===== src/rtl/cpu_types_pkg.sv =====
// Shared types for the instruction cache: FSM state encoding and address-field split.
package cpu_types_pkg;

  typedef enum logic [0:0] {
    IDLE   = 1'b0,
    REFILL = 1'b1
  } icache_state_t;

  // Fields are kept at full width so one type serves every NSETS/BLKWORDS choice.
  typedef struct packed {
    logic [31:0] tag;
    logic [31:0] index;
    logic [31:0] offset;
  } icache_addr_t;

  function automatic icache_addr_t splitAddr(input logic [31:0] addr,
                                             input int ixBits,
                                             input int woBits);
    icache_addr_t f;
    f.offset = (addr >> 2) & ((32'd1 << woBits) - 32'd1);
    f.index  = (addr >> (2 + woBits)) & ((32'd1 << ixBits) - 32'd1);
    f.tag    = addr >> (2 + woBits + ixBits);
    return f;
  endfunction

endpackage


===== src/rtl/icache_set.sv =====
// One direct-mapped set: valid bit (reset), tag and block data (not reset).
module icache_set #(
  parameter int BLKWORDS = 2,
  parameter int TAGW     = 25,
  parameter int CW       = 1
) (
  input  logic                     CLK,
  input  logic                     nRST,
  input  logic                     clrValid,
  input  logic                     wordWen,
  input  logic [CW-1:0]            wordSel,
  input  logic [31:0]              wordData,
  input  logic                     tagWen,
  input  logic [TAGW-1:0]          tagData,
  output logic                     valid,
  output logic [TAGW-1:0]          tag,
  output logic [BLKWORDS-1:0][31:0] block
);

  always_ff @(posedge CLK or negedge nRST) begin
    if (!nRST) begin
      valid <= 1'b0;
    end else if (clrValid) begin
      valid <= 1'b0;
    end else if (tagWen) begin
      valid <= 1'b1;
    end
  end

  always_ff @(posedge CLK) begin
    if (tagWen) begin
      tag <= tagData;
    end
    if (wordWen) begin
      block[wordSel] <= wordData;
    end
  end

endmodule


===== src/rtl/param_icache.sv =====
// Parameterised direct-mapped instruction cache with a two-state refill FSM.
// Optional hit/miss statistics outputs are built when ICACHE_STATS_EN is defined.
module param_icache
  import cpu_types_pkg::*;
#(
  parameter int NSETS    = 16,
  parameter int BLKWORDS = 2,
  parameter int CPUID    = 0
) (
  input  logic          CLK,
  input  logic          nRST,
  input  logic          imemREN,
  input  logic [31:0]   imemaddr,
  input  logic          flush,
  output logic          ihit,
  output logic [31:0]   imemload,
  input  logic          iwait,
  input  logic [31:0]   iload,
  output logic          iREN,
  output logic [31:0]   iaddr,
  output icache_state_t stateDbg
`ifdef ICACHE_STATS_EN
  ,
  output logic [31:0]   hit_count,
  output logic [31:0]   miss_count
`endif
);

  localparam int WO   = $clog2(BLKWORDS);
  localparam int IX   = $clog2(NSETS);
  localparam int TAGW = 30 - WO - IX;
  localparam int CW   = (WO > 0) ? WO : 1;

  if (CPUID < 0) begin : gCpuidRange
  end

  icache_state_t   state;
  logic [TAGW-1:0] missTag;
  logic [IX-1:0]   missIdx;
  logic [CW-1:0]   cnt;

  icache_addr_t    req;
  logic [TAGW-1:0] reqTag;
  logic [IX-1:0]   reqIdx;
  logic [CW-1:0]   reqOff;

  logic                      setValid [NSETS];
  logic [TAGW-1:0]           setTag   [NSETS];
  logic [BLKWORDS-1:0][31:0] setData  [NSETS];

  logic hit, missStart, accept, lastWord;

  assign req    = splitAddr(imemaddr, IX, WO);
  assign reqTag = req.tag[TAGW-1:0];
  assign reqIdx = req.index[IX-1:0];
  assign reqOff = req.offset[CW-1:0];

  assign hit       = (state == IDLE) && imemREN && !flush &&
                     setValid[reqIdx] && (setTag[reqIdx] == reqTag);
  assign missStart = (state == IDLE) && imemREN && !flush && !hit;
  // Memory handshake: a word transfers on every cycle with iREN=1 and iwait=0;
  // iaddr is held stable until that happens.
  assign accept    = (state == REFILL) && !iwait && !flush;
  assign lastWord  = (cnt == CW'(BLKWORDS - 1));

  for (genvar s = 0; s < NSETS; s++) begin : gSet
    icache_set #(
      .BLKWORDS (BLKWORDS),
      .TAGW     (TAGW),
      .CW       (CW)
    ) uSet (
      .CLK      (CLK),
      .nRST     (nRST),
      .clrValid (flush),
      .wordWen  (accept && (missIdx == IX'(s))),
      .wordSel  (cnt),
      .wordData (iload),
      .tagWen   (accept && lastWord && (missIdx == IX'(s))),
      .tagData  (missTag),
      .valid    (setValid[s]),
      .tag      (setTag[s]),
      .block    (setData[s])
    );
  end

  always_ff @(posedge CLK or negedge nRST) begin
    if (!nRST) begin
      state   <= IDLE;
      cnt     <= '0;
      missTag <= '0;
      missIdx <= '0;
    end else begin
      case (state)
        IDLE: begin
          if (missStart) begin
            state   <= REFILL;
            missTag <= reqTag;
            missIdx <= reqIdx;
            cnt     <= '0;
          end
        end
        REFILL: begin
          if (flush) begin
            state <= IDLE;
            cnt   <= '0;
          end else if (!iwait) begin
            if (lastWord) begin
              state <= IDLE;
              cnt   <= '0;
            end else begin
              cnt <= cnt + CW'(1);
            end
          end
        end
        default: state <= IDLE;
      endcase
    end
  end

  assign ihit     = hit;
  assign imemload = setData[reqIdx][reqOff];
  assign iREN     = (state == REFILL);
  assign stateDbg = state;

  always_comb begin
    iaddr = {imemaddr[31:2], 2'b00};
    if (state == REFILL) begin
      iaddr = (32'(missTag) << (IX + WO + 2)) |
              (32'(missIdx) << (WO + 2)) |
              (32'(cnt) << 2);
    end
  end

`ifdef ICACHE_STATS_EN
  always_ff @(posedge CLK or negedge nRST) begin
    if (!nRST) begin
      hit_count  <= '0;
      miss_count <= '0;
    end else begin
      if (hit) begin
        hit_count <= hit_count + 32'd1;
      end
      if (missStart) begin
        miss_count <= miss_count + 32'd1;
      end
    end
  end
`endif

endmodule


===== config.mk =====
export PLATFORM = sky130hd
export DESIGN_NAME = param_icache
export DESIGN_NICKNAME = d
export VERILOG_FILES = /design/src/rtl/cpu_types_pkg.sv /design/src/rtl/icache_set.sv /design/src/rtl/param_icache.sv
export SDC_FILE = /design/constraint.sdc
export NUM_CORES = 1
export LEC_CHECK = 0
export CORE_ASPECT_RATIO = 1.2
export CORE_UTILIZATION = 36
export CTS_BUF_LIST = sky130_fd_sc_hd__clkbuf_4
export DETAILED_ROUTE_END_ITERATION = 8
export SLEW_MARGIN = 10
export SYNTH_ARGS = -nofsm -noshare
export SYNTH_HDL_FRONTEND = slang
export SYNTH_SLANG_ARGS = --single-unit

===== constraint.sdc =====
create_clock -name CLK -period 6.6 [get_ports CLK]
set_input_delay 1.65 -clock CLK [delete_from_list [all_inputs] [get_ports CLK]]
set_output_delay 1.65 -clock CLK [all_outputs]
set_load 0.005 [all_outputs]

==> out/metrics.cfg <==
[run_status]
status = finished, final reports clean

[layout]
final_common_cell = sky130_fd_sc_hd__edfxtp_1
n_fill_cell = 13668
syn_to_final_growth_pct = 17.28
layout_common_cells = 1424 x sky130_fd_sc_hd__edfxtp_1, 517 x sky130_fd_sc_hd__clkbuf_4, 389 x sky130_fd_sc_hd__mux4_2
layout-drive-gt1-share_pct = 39.51
final-seq-area_um2 = 43940
nets = 3065
stdcell_count = 5353
multi_input_comb_area_um2 = 13180

[die]
floorplan.initialDensity_pct = 36.24
core_um2 = 158400
design.portCount = 136
total_die_area_um2 = 161000
fp-row-count = 160
die_h_um = 439.4
fp.dieW_um = 366.5

[detailed_routing]
antenna_violating_nets_post_route = 0
route.detailed.wl_per_inst_um = 26.91
drtIter0Drc = 2587
detail_route.wirelength_um = 144100
vias = 28361
detail_route.vias_per_cell = 5.298
drt_first_pass_iters = 5
route.detailed.drc = 0

[yosys]
synth-simple-area-share_pct = 1.404
top_post_synthesis_cells_by_area = sky130_fd_sc_hd__edfxtp_1 75%, sky130_fd_sc_hd__mux4_2 15%, sky130_fd_sc_hd__dfrtp_1 2.0%
number_of_flops_mapped_to_enable_cells_by_yosys = 1424
synth_warnings = 0
syn_area_per_cell_um2 = 23.39
syn_inst = 2453
ys_ff_latch = 1471
synth.mux.area_fraction_pct = 19.10
syn_area_um2 = 57390
yosys_most_used_dff = sky130_fd_sc_hd__edfxtp_1
post_synth_num_cell_types = 68
synthArstFlopShare_pct = 3.195
compound_cell_area_share_of_the_yosys_netlist_pct = 1.084
synth_xor_xnor_area_share_pct = 0.5037
ys_seq_area_share_pct = 76.57
main_combinational_cell_family_by_area_after_synthesis = multiplexers
synth.largest_area_cell = sky130_fd_sc_hd__edfxtp_1
adder_cell_area_share_of_the_yosys_netlist_pct = 0
synth.top_cell.area_share_pct = 74.52

[sta]
worst_clock_skew_ns = 0.1161
worst_pin_slew_ns = 1.135
achievable-frequency_mhz = 152.4
max-slew-margin-rel_pct = 24.13
slew_violations = 0
timing.final.crit_period_ns = 6.562
timing.final.setup_violations = 0
number_of_hold_slack_violations_in_the_final_timing_report = 0
period_share_pct = 99.42
grt_setup_unrepaired = no

[clock_tree]
cts_buffer_depth = 4
postCtsHoldBufs = 0
cts-buffers-inserted = 374
ctsHtreeMaxLevel = 5
clock_latency_ns = 1.31
tritoncts = done
cts_root_buf = sky130_fd_sc_hd__clkbuf_4
cts_sinks = 1471
clk_pin_slew_worst_paths_ns = 0.07

[power_and_ir_drop]
power.static_leakage_uw = 0.02193
peak_supply_drop_uv = 156.1
fin_total_pwr_uw = 19340
power_density_nw_per_um2 = 287.3

[global_route]
gr-total-overflow = 0
grt.total_usage_pct = 17.92
grt_max_degree = 129
grt_pass1_vias = 30766
global_route_wire_length_before_repair_um = 207800
initial_antenna_violation_count = 8

[place]
hpwl_um = 80800
gpl.final_weighted_congestion = 0.7884
dp.cells = 4710
io_buffer_count = 131

[setup_path]
worst_r2r_startpoint = iREN$_DFF_PN0_
path_common_cell = sky130_fd_sc_hd__buf_4
critical_path_peak_fanout = 11
crit_type = primary input to primary output
critical_path.n_buffers_inverters = 6
rr_worst_depth = 7
start_kind = primary input
critical_path.max_stage_delay_ns = 0.60
critical_path_arrival_ns = 4.91
critPathSlowestCell = sky130_fd_sc_hd__or4_1
end_kind = primary output
ff2ff_setup_slack_ns = 2.64
critical_path.reg2reg.endpoint = gSet[2].uSet.block[32]$_DFFE_PP_
crit_family = simple AND/OR/NAND/NOR gates
cp_data_required_time_ns = 4.95
critPathLaunch = imemaddr[5]
worstPathCellList = clkbuf_16 -> buf_12 -> buf_4 -> nor2b_4 -> buf_4 -> and3_1 -> nor4_1 -> mux2_2 -> or4_1 -> nor4_4 -> buf_4 -> clkdlybuf4s50_1

[hold_path]
worstHoldStart = gSet[11].uSet.valid$_DFFE_PN0P_
hold_crit_depth = 1
path_category_of_the_worst_min_delay_check = flip-flop to flip-flop
worstHoldEndpoint = gSet[11].uSet.valid$_DFFE_PN0P_

[run]
max-cap-violations = 0

==> Yosys cell counts, drive strengths merged, types with 2 or more instances <==
| cell | number |
|---|---|
| nor4 | 5 |
| a21boi | 2 |
| o22ai | 5 |
| xnor2 | 26 |
| and4 | 2 |
| or3 | 2 |
| nor4b | 4 |
| or4 | 2 |
| a21oi | 5 |
| nor3 | 15 |
| nand2b | 3 |
| and3 | 4 |
| xor2 | 7 |
| nand3 | 6 |
| o21a | 2 |
| dfrtp | 47 |
| mux4 | 399 |
| a21o | 16 |
| edfxtp | 1424 |
| a22oi | 10 |
| and2 | 4 |
| clkbuf | 52 |
| nor2b | 10 |
| mux2 | 95 |
| nand2 | 33 |
| and4b | 2 |
| a221oi | 10 |
| nand3b | 2 |
| o211ai | 2 |
| o21ai | 10 |
| a22o | 3 |
| o2111ai | 4 |
| a221o | 2 |
| inv | 6 |
| nor2 | 60 |
| a211oi | 2 |
| mux2i | 76 |
| buf | 76 |
==> layer usage <==
metal	track usage, %	up-vias	share of wire [%]
li1	-	11799	-
met1	22.37	15187	40
met2	30.79	1141	52
met3	4.117	232	6.5
met4	5.804	2	2.3
met5	0	-	0.0090
==> report_power, final <==
group	switching, uW	total, uW	internal [uW]
clock network	3510	7410	3900
logic	655	1280	623
registers	187	10600	10500
==> worst max path at each step <==
| stage | end | slack, ns | cells past startpoint |
|---|---|---|---|
| global route | ihit | 0.006 | 11 |
| detailed placement | ihit | -0.69 | 14 |
| CTS | ihit | 0.0006 | 11 |
| global placement | ihit | -0.70 | 14 |
| finish | ihit | 0.04 | 12 |
| floorplan | imemload[0] | 0.75 | 10 |
==> flip-flops by register name, summed over array words and instances, names as in the netlist <==
signal	cells
cnt	1
gSet.uSet.block	1024
gSet.uSet.tag	400
missIdx	4
iREN	1
missTag	25
gSet.uSet.valid	16
==> worst reg2reg max path, delay by kind of cell, from the launching register on <==
| family | cells | cell delay, ns |
|---|---|---|
| DFF | 1 | 0.36 |
| buffers and inverters | 2 | 1.14 |
| and+or+nand+nor | 5 | 2.04 |
==> timing repair <==
action	CTS	global route
endpoints found under the setup margin	1	1
buffers inserted	4	6
gates cloned	4	3
pin swaps	2	3
resized for setup	16	20
==> layout make-up <==
| cell class | instances | area share (%) |
|---|---|---|
| sequential | 1471 | 65.29 |
| multi-input combinational | 848 | 19.58 |
| clock buffer | 516 | 5.756 |
| timing repair buffer | 294 | 4.469 |
| tap | 2106 | 3.915 |
| clock inverter | 104 | 0.9203 |
| inverter | 7 | 0.04648 |
| antenna | 7 | 0.02603 |
==> through the flow <==
step                instance area (um^2)  util (%)  setup slack (ns)  TNS [ns]  hold WS, ns
floorplan                          57390         -            0.7469         0       0.4484
detailed placement                 62310     39.35           -0.6933   -0.6933       0.4649
global placement                   62310     39.35           -0.6979   -0.6979       0.4572
CTS                                67050     42.34         0.0005840         0       0.4001
finish                             67300     42.50           0.03825         0       0.4778
global route                       67290     42.50          0.006120         0       0.4174
==> cells by family after synthesis <==
kind of cell	count (synthesis)
AOI/OAI and AO/OA	83
xor gates and xnor gates	33
buffers and inverters	135
DFF	1471
muxes	570
other	1
and+or+nand+nor	160
Note: power is estimated with default switching activity, not from simulation.
